### src/rtl/ahb_slave_resp_mux.sv
// AHB-Lite slave-to-master response mux with registered data-phase select, built-in default slave and wait-state watchdog.
// Latency: data phase one cycle after accepted address phase, zero-cycle combinational muxing; backpressure: Hready_out low holds state and select.
module ahb_slave_resp_mux #(
    parameter int NUM_SLAVES = 4,
    parameter int DATA_WIDTH = 32,
    parameter int TIMEOUT    = 16
) (
    input  logic                             Hclk,
    input  logic                             Hresetn,
    input  logic [NUM_SLAVES-1:0]            Hsel_vec,
    input  logic [1:0]                       Htrans,
    input  logic [NUM_SLAVES*DATA_WIDTH-1:0] Hrdata_bus,
    input  logic [NUM_SLAVES-1:0]            Hready_out_bus,
    input  logic [NUM_SLAVES-1:0]            Hresp_bus,
    input  logic                             timeout_clr,
    output logic [DATA_WIDTH-1:0]            Hrdata,
    output logic                             Hready_out,
    output logic                             Hresp,
    output logic                             timeout_flag
);

    localparam int SEL_W = (NUM_SLAVES > 1) ? $clog2(NUM_SLAVES) : 1;
    localparam int HIT_W = $clog2(NUM_SLAVES + 1);
    localparam int CNT_W = (TIMEOUT > 0) ? $clog2(TIMEOUT + 1) : 1;
    localparam logic [CNT_W-1:0] CNT_MAX = CNT_W'(TIMEOUT);

    typedef enum logic [1:0] {
        ST_DEF,
        ST_SLAVE,
        ST_ERR1,
        ST_ERR2
    } state_t;

    state_t            state;
    state_t            state_nxt;
    logic [SEL_W-1:0]  dsel;
    logic [SEL_W-1:0]  dsel_nxt;
    logic [HIT_W-1:0]  hit_cnt;
    logic [SEL_W-1:0]  hit_idx;
    logic              trans_active;
    logic              capture;
    logic [DATA_WIDTH-1:0] lane_dat;
    logic              lane_rdy;
    logic              lane_resp;
    logic [CNT_W-1:0]  wait_cnt;
    logic              wait_inc;
    logic              wd_hit;

    assign trans_active = (Htrans == 2'b10) || (Htrans == 2'b11);

    // Population count and index of the decoder select; index is only used when exactly one bit is set.
    always_comb begin
        hit_cnt = '0;
        hit_idx = '0;
        for (int i = 0; i < NUM_SLAVES; i++) begin
            if (Hsel_vec[i]) begin
                hit_cnt = hit_cnt + HIT_W'(1);
                hit_idx = SEL_W'(i);
            end
        end
    end

    always_comb begin
        lane_dat  = '0;
        lane_rdy  = 1'b0;
        lane_resp = 1'b0;
        for (int i = 0; i < NUM_SLAVES; i++) begin
            if (dsel == SEL_W'(i)) begin
                lane_dat  = Hrdata_bus[i*DATA_WIDTH +: DATA_WIDTH];
                lane_rdy  = Hready_out_bus[i];
                lane_resp = Hresp_bus[i];
            end
        end
    end

    always_comb begin
        Hrdata     = '0;
        Hready_out = 1'b1;
        Hresp      = 1'b0;
        case (state)
            ST_SLAVE: begin
                Hrdata     = lane_dat;
                Hready_out = lane_rdy;
                Hresp      = lane_resp;
            end
            ST_ERR1: begin
                Hready_out = 1'b0;
                Hresp      = 1'b1;
            end
            ST_ERR2: begin
                Hresp      = 1'b1;
            end
            default: ;
        endcase
    end

    assign capture = Hready_out && (state != ST_ERR1);

    always_comb begin
        state_nxt = state;
        dsel_nxt  = dsel;
        if (state == ST_ERR1) begin
            state_nxt = ST_ERR2;
        end else if (capture) begin
            if (!trans_active) begin
                state_nxt = ST_DEF;
            end else if (hit_cnt == HIT_W'(1)) begin
                state_nxt = ST_SLAVE;
                dsel_nxt  = hit_idx;
            end else begin
                state_nxt = ST_ERR1;
            end
        end
    end

    always_ff @(posedge Hclk or negedge Hresetn) begin
        if (!Hresetn) begin
            state <= ST_DEF;
            dsel  <= '0;
        end else begin
            state <= state_nxt;
            dsel  <= dsel_nxt;
        end
    end

    // With TIMEOUT=0 CNT_MAX is 0, so the counter never moves and wd_hit never fires.
    assign wait_inc = (state == ST_SLAVE) && !Hready_out && (wait_cnt != CNT_MAX);
    assign wd_hit   = wait_inc && (wait_cnt == CNT_MAX - CNT_W'(1));

    always_ff @(posedge Hclk or negedge Hresetn) begin
        if (!Hresetn) begin
            wait_cnt     <= '0;
            timeout_flag <= 1'b0;
        end else begin
            if (capture) begin
                wait_cnt <= '0;
            end else if (wait_inc) begin
                wait_cnt <= wait_cnt + CNT_W'(1);
            end
            if (wd_hit) begin
                timeout_flag <= 1'b1;
            end else if (timeout_clr) begin
                timeout_flag <= 1'b0;
            end
        end
    end

endmodule

### config.mk
export PLATFORM = sky130hd
export DESIGN_NAME = ahb_slave_resp_mux
export DESIGN_NICKNAME = d
export VERILOG_FILES = /design/src/rtl/ahb_slave_resp_mux.sv
export SDC_FILE = /design/constraint.sdc
export NUM_CORES = 1
export LEC_CHECK = 0
export BUFFER_PORTS_ARGS = -buffer_cell sky130_fd_sc_hd__clkbuf_2
export CAP_MARGIN = 15
export CORE_MARGIN = 5
export CORE_UTILIZATION = 35
export DETAILED_ROUTE_END_ITERATION = 10
export HOLD_SLACK_MARGIN = 0.15
export PLACE_DENSITY_LB_ADDON = 0.05
export SLEW_MARGIN = 10
export SYNTH_ARGS = -nofsm -noshare
export SYNTH_HDL_FRONTEND = slang
export SYNTH_SLANG_ARGS = --single-unit
export TNS_END_PERCENT = 1
### constraint.sdc
create_clock -name Hclk -period 2.21 [get_ports Hclk]
set_input_delay 0.1105 -clock Hclk [delete_from_list [all_inputs] [get_ports Hclk]]
set_output_delay 0.1105 -clock Hclk [all_outputs]
set_load 0.005 [all_outputs]
## Yosys cells after proc, flatten, opt, wreduce, memory -nomap -nowiden

Cells that the tools add are included.

| word-level totals | value |
|---|---|
| register bits | 10 |
| input bits | 145 |
| output and inout bits | 35 |
| logic and storage cells | 63 |

| operators by class | value |
|---|---|
| add/sub/neg operators | 4 |
| equal/unequal tests | 12 |
| muxes and demuxes | 30 |
| bitwise logic cells | 1 |
| reduce and logical (&&, ||, !) cells | 12 |

Operators with widths:

| cell | count |
|---|---|
| $mux W32 | 5 |
| $eq A2 B2 Y1 const B | 6 |
| $mux W1 | 12 |
| $mux W2 | 6 |
| $mux W5 | 2 |
| $add A3 B1 Y3 const B | 3 |
| $mux W3 | 3 |
| $reduce_bool A2 Y1 | 3 |
| $add A5 B1 Y5 const B | 1 |
| $eq A5 B4 Y1 const B | 1 |
| $ne A5 B5 Y1 const B | 1 |
| $eq A2 B1 Y1 const B | 2 |
| $logic_and A1 B1 Y1 | 4 |
| $pmux W1 S2 | 2 |
| $reduce_and A4 Y1 | 1 |
| $eq A3 B1 Y1 const B | 1 |
| $logic_not A2 Y1 | 1 |
| $ne A2 B2 Y1 const B | 1 |
| $reduce_or A2 Y1 | 1 |
| $logic_not A1 Y1 | 1 |
| $logic_or A1 B1 Y1 | 1 |
| $not A1 Y1 | 1 |

## Depth between registers and ports, before layout

Gate-level depths: netlist of the first run.

| depth | value |
|---|---|
| depth in word-level cells | 12 |
| gate-level depth with buffers | 9 |
| depth with buffers taken out | 9 |

## Least setup slack after synthesis of the first run

No wires, ideal clock.

| timing | value |
|---|---|
| kind | in2reg |
| start | in Hsel_vec[0] |
| end | reg dsel[0] |
| library setup time | 0.125 ns |
| data arrival time | 2.013 ns |
| required time | 2.085 ns |
| path slack | 0.072 ns |
| stages | 8 |
| buffers on the path | 0 |
| path through | inv_1 ha_1 xor2_1 ha_1 o311a_1 nor3_1 and3_4 mux2_4 |

| on the way | value |
|---|---|
| cells in the longest elaborated chain, start to end | 9 |

Ends and longest elaborated chain:

| what | line | RTL |
|---|---|---|
| start, declared | 10 | `input logic [NUM_SLAVES-1:0] Hsel_vec,` |
| $mux W1 (*) | 56 | `if (Hsel_vec[i]) begin` |
| $add A3 B1 Y3 | 57 | `hit_cnt = hit_cnt + HIT_W'(1);` |
| $mux W3 (*) | 56 |  |
| $add A3 B1 Y3 | 57 |  |
| $mux W3 (*) | 56 |  |
| $add A3 B1 Y3 | 57 |  |
| $mux W3 (*) | 56 |  |
| $eq A3 B1 Y1 (*) | 107 | `end else if (hit_cnt == HIT_W'(1)) begin` |
| $reduce_and A4 Y1 (no line) (*) | -- |  |
| end signal, assigned | 122 | `dsel <= dsel_nxt;` |
| end, declared | 36 | `logic [SEL_W-1:0] dsel;` |

Mark *: on every way between the ends. The rest lies on a longest branch, timed or not.
A chain may end at the register's enable or synchronous reset.

## Final worst setup path of the first run

Ends and elaborated chain as after synthesis.

==> results of run 1 <==
registers in the layout (all words and copies together) (netlist names):
name,flops
dsel,2
state,2
timeout_flag,1
wait_cnt,5
layout make-up:
class | count | area share
clock buffer | 4 | 0.0203
inverter | 10 | 0.0138
multi-input combinational | 113 | 0.490
sequential | 10 | 0.0927
tap | 54 | 0.0249
timing repair buffer | 186 | 0.358
kinds of logic (layout without fill, tap and decap cells):
family,Yosys count,in the layout,synth area share
simple gates,54,54,0.198
mux,36,36,0.472
buf+inv,22,200,0.0575
compound gates,13,13,0.0575
flops,10,10,0.149
fa+ha+maj,6,6,0.0448
xor+xnor,4,4,0.0209
worst reg2reg max path, cell delays in order (launching register included):
cell and delay [ps]:
dfrtp_2 420, mux4_2 410, nor3_2 60, a21oi_2 280, and3_4 260, mux2_4 290
routing by layer:
metal / track usage / part of all wire
met2: 0.372 / 0.55
met5: 0 / 0
met3: 0.0385 / 0.078
met1: 0.228 / 0.36
met4: 0.0378 / 0.0085
cell usage after synthesis:
library cell and n:
a21oi_2 1, nand3_1 1, a22o_1 2, nand2b_1 1, mux2_2 1, nand2_1 5, and3_1 1, dfrtp_1 10
mux2_4 1, o21ai_0 2, clkbuf_2 1, nand4_1 1, nor3_4 1, and3_4 1, o31ai_1 1, buf_2 4
clkbuf_1 6, nor4bb_1 1, a2bb2oi_1 1, nor2_1 6, nor2b_1 32, or3_1 1, a21oi_1 1, xor2_1 4
a31oi_1 2, nor3_2 1, buf_6 1, ha_1 6, inv_1 10, mux4_2 34, nor3b_1 1, o311a_1 1
nor3_1 1, a311oi_1 1, a21o_1 1
final timing paths:
path | startpoint | to | depth (start not counted)
max in group asynchronous | Hresetn | dsel[0] | 2
worst min-delay path | Hsel_vec[3] | dsel[1] | 3
worst max-delay path | Hsel_vec[0] | dsel[0] | 9
min in group asynchronous | Hresetn | wait_cnt[2] | 2
worst max register to register | dsel[0] | dsel[0] | 5
worst min register to register | state[0] | state[1] | 1
power by group:
group | internal [W] | total (W) | switching [W]
Clock | 0.000156 | 0.000224 | 0.0000677
Sequential | 0.000232 | 0.000283 | 0.0000514
Combinational | 0.00109 | 0.00189 | 0.000797
through the flow:
step / total power [W] / setup TNS, ps / std cells
after global routing: 0.00261 / 0 / 377
final: 0.00240 / 0 / 377
after floorplan: 0.00163 / 0 / 145
after CTS: 0.00244 / 0 / 377
after detailed placement: 0.00221 / -35.2 / 370
after global placement: 0.00220 / -2.97 / 370
==> impl_metrics.ini, run 1 <==
[status]
outcome = complete, no violations

[timing]
rsz0062_at_grt = no
period_needed_ps = 2000
setup_ws_ps = 209
final_max_slew_viol_count = 0
worst_slew_pin_slew_ps = 483
skew_ps = 0.743
finalHoldViolCount = 0
final-setup-viol-count = 0
max_freq_mhz = 500
fin_hold_ws_ps = 236
slew-limit-headroom = 0.674
layout_worst_path_cycle_share = 0.905

[global_route]
grt.total_usage = 0.196
grt_overflow_total = 0
grt_pass1_vias = 1906
antenna_found_initial = 0
grt_pass1_wl_um = 9670
grt_max_degree = 35

[clock_tree]
clock_path_buffers = 2
clkSinkCount = 10
cts_buffers = 3
root_buffer = clkbuf_8
htreeDepth = 1
holdBufCountCts = 3
post-cts-setup-buffer-count = 0
path_clk_slew_ps = 50
cts_resized = 0
clock_latency_ps = 230
cts_tree = done

[routing]
vias_per_cell = 4.94
drc = 0
routed_wirelength_um = 6340
detail_route.wl_per_cell_um = 16.8
first_pass_iters = 4
vias = 1861
drt_iter0_markers = 48
ant_nets = 0

[critical_path]
slowest_delay_ps = 310
cp_slowest_cell = ha_1
crit_chain = clkbuf_2 > inv_1 > ha_1 > xor2_1 > ha_1 > o311a_1 > nor3_1 > and3_4 > mux2_4
cp_num_buf_inv = 2
regToRegSetupSlack_ps = 370
required_ps = 2330
cp_top_family = adder cells
crit_type = in2reg
endpoint_kind = flop
path_max_fanout = 2
path_common_cell = ha_1
cp.arrival_ps = 2120
start_kind = input pin

[layout]
drive_gt1_frac = 0.706
area_delta_synth_final_pct = 61.8
antenna_cells = 0
mostFrequentLayoutCells = 178 x clkbuf_2, 34 x mux4_2, 32 x nor2b_1, 10 x inv_1, 9 x dfrtp_1
final-seq-area_um2 = 251
stdcell_area_mm2 = 0.00271
layout.nets = 475
fillers = 437
multi_input_area_mm2 = 0.00133
layout_commonest_cell = clkbuf_2
finish.utilization = 0.578

[synth]
yosysTopAreaCell = mux4_2
post_synth.cell_area_avg_um2 = 11.6
synth.area.top_cells = mux4_2 46%, dfrtp_1 15%, nor2b_1 12%
synth_top_area_frac = 0.457
ys_ff_latch = 10
synth_area_mm2 = 0.00168
ys_warn_count = 0
synth_cells = 145
seq_area_frac_synth = 0.149
syn_nets = 296
synth_cell_types = 35

[power]
power_density_mw_per_mm2 = 883
p_leak_nw = 1.43
peakVddDrop_uv = 631

[floorplan]
die_y_um = 79.2
io_pins = 180
die_x_um = 79.2
start_util = 0.357
rows = 25
core_mm2 = 0.00469
die_area_mm2 = 0.00627

[placement]
dpl.hpwl_um = 5550
place_area_mm2 = 0.00263
place.gp.congestion = 0.800
numPortBuffers = 178
place_ws_ps = -35.2

[run]
max-cap-violations = 0

[worst_hold_path]
hold_class = in2reg
Power figures use the tool's default switching activity.
==> inputs of run 2 (changes only) <==
--- a/config.mk
+++ b/config.mk
@@ -8,7 +8,8 @@
 export BUFFER_PORTS_ARGS = -buffer_cell sky130_fd_sc_hd__clkbuf_2
 export CAP_MARGIN = 15
 export CORE_MARGIN = 5
-export CORE_UTILIZATION = 35
+export CORE_UTILIZATION = 36
+export CTS_BUF_LIST = sky130_fd_sc_hd__clkbuf_8
 export DETAILED_ROUTE_END_ITERATION = 10
 export HOLD_SLACK_MARGIN = 0.15
 export PLACE_DENSITY_LB_ADDON = 0.05
==> run 2 against run 1 <==
  * Global-route usage grew 0.87 points
  * Routed wire length decreased by 0.96%
  * Sequential share of layout area about the same
  * Maximum frequency hardly changed
  * Count of clock-buffer cells in the layout stayed put
  * Critical path depth did not move
  * Register-to-register slack improved by 50 ps
  * Die area down 2.4%
  * Final cell count shrank 0.27%
  * Design area down 0.28%
==> impl_metrics.ini, run 2 (synthesized netlist as in run 1, its figures left out) <==
[placement]
numPortBuffers = 178
place_inst = 369
dpl.hpwl_um = 5490
place_area_mm2 = 0.00262
place.gp.congestion = 0.822

[global_route]
grt_pass1_vias = 1965
grt_overflow_total = 0
grt_pass1_wl_um = 9980
grt.total_usage = 0.205
grt_max_degree = 35
antenna_found_initial = 0

[clock_tree]
post-cts-setup-buffer-count = 0
path_clk_slew_ps = 50
clock_path_buffers = 2
htreeDepth = 1
clkSinkCount = 10
root_buffer = clkbuf_8
cts_buffers = 3
cts_resized = 0
cts_tree = done
clock_latency_ps = 240

[critical_path]
endpoint_kind = flop
path_max_fanout = 2
cp.arrival_ps = 2130
start_kind = input pin
crit_type = in2reg
required_ps = 2330

[floorplan]
io_pins = 180
die_area_mm2 = 0.00612
die_y_um = 78.2
core_mm2 = 0.00444
rows = 24
start_util = 0.377
die_x_um = 78.2

[routing]
routed_wirelength_um = 6270
first_pass_iters = 3
vias_per_cell = 4.89
drt_iter0_markers = 80
ant_nets = 0
drc = 0
vias = 1837
detail_route.wl_per_cell_um = 16.7

[layout]
drive_gt1_frac = 0.707
layout.nets = 476
mostFrequentLayoutCells = 178 x clkbuf_2, 34 x mux4_2, 32 x nor2b_1, 10 x inv_1, 9 x dfrtp_1
fillers = 401
regMostFlops = wait_cnt
finalNonFillerCells = 376
area_delta_synth_final_pct = 61.3
largest_reg_flops = 5
stdcell_area_mm2 = 0.00271
layout_commonest_cell = clkbuf_2
antenna_cells = 0
reg_top3 = wait_cnt: 5 flops, dsel: 2 flops, state: 2 flops

[power]
pwr-share-clk = 0.096
pwr-share-seq = 0.118
p_comb_frac = 0.786
p_int_w = 0.00146
swShare = 0.384
power_density_mw_per_mm2 = 879
p_leak_nw = 1.43
peakVddDrop_uv = 535
switching_power_w = 0.000912

[timing]
final_max_slew_viol_count = 0
skew_ps = 3.51
finalHoldViolCount = 0
fin_hold_ws_ps = 239
slew-limit-headroom = 0.675
max_freq_mhz = 499
worst_slew_pin_slew_ps = 481
layout_worst_path_cycle_share = 0.906
period_needed_ps = 2000
rsz0062_at_grt = no
final-setup-viol-count = 0

[status]
outcome = complete, no violations

[worst_hold_path]
hold_class = in2reg

[run]
max-cap-violations = 0
-- run 2: power groups by stage --
stage,Clock [W],Combinational [W],Sequential (W)
floorplan,0,0.00137,0.000263
global placement,0,0.00189,0.000283
detailed placement,0,0.00190,0.000284
CTS,0.000244,0.00190,0.000281
global route,0.000251,0.00206,0.000291
finish,0.000229,0.00187,0.000279
-- run 2: cell type report --
class                   count  area (µm²)  share of cell area
clock buffers               4        55.1              0.0204
inverters                  10        37.5              0.0139
multi-input cells         113        1330               0.492
flip-flops and latches     10         251              0.0930
well taps                  52        65.1              0.0241
repair buffers            187         966               0.357
-- run 2: timing repair --
action,4_1_cts,5_1_grt
hold endpoints to repair,12,0
setup endpoints to repair,0,0
hold buffers,3,0
-- run 2: critical path, cell delays in order --
cell and delay, ps:
clkbuf_2 90, inv_1 40, ha_1 310, xor2_1 170
ha_1 310, o311a_1 310, nor3_1 260, and3_4 230
mux2_4 290
-- run 2: worst paths after layout --
check	start	end	slack, ps	cells after the start
worst max-delay path	Hsel_vec[0]	dsel[0]	210	9
worst min-delay path	Hsel_vec[3]	dsel[1]	240	3
worst max register to register	dsel[0]	dsel[0]	420	5
worst min register to register	state[0]	state[1]	510	1
max in group asynchronous	Hresetn	dsel[0]	1710	2
min in group asynchronous	Hresetn	wait_cnt[1]	280	2
-- run 2: per-layer routing --
metal,global-route usage,vias to the layer above,part of all wire
met5,0,-,0
met4,0.0752,0,0.028
met3,0.0435,15,0.070
met2,0.370,76,0.53
met1,0.239,830,0.37
li1,-,916,-
-- run 2: per-stage QoR --
stage / power (W) / utilization / setup TNS, ps / setup slack, ps
floorplan: 0.00163 / - / 0 / 71.5
finish: 0.00238 / 0.609 / 0 / 208
global route: 0.00260 / 0.609 / 0 / 132
detailed placement: 0.00218 / 0.590 / -20.3 / -20.3
global placement: 0.00217 / 0.590 / -3.46 / -3.46
CTS: 0.00243 / 0.609 / 0 / 228
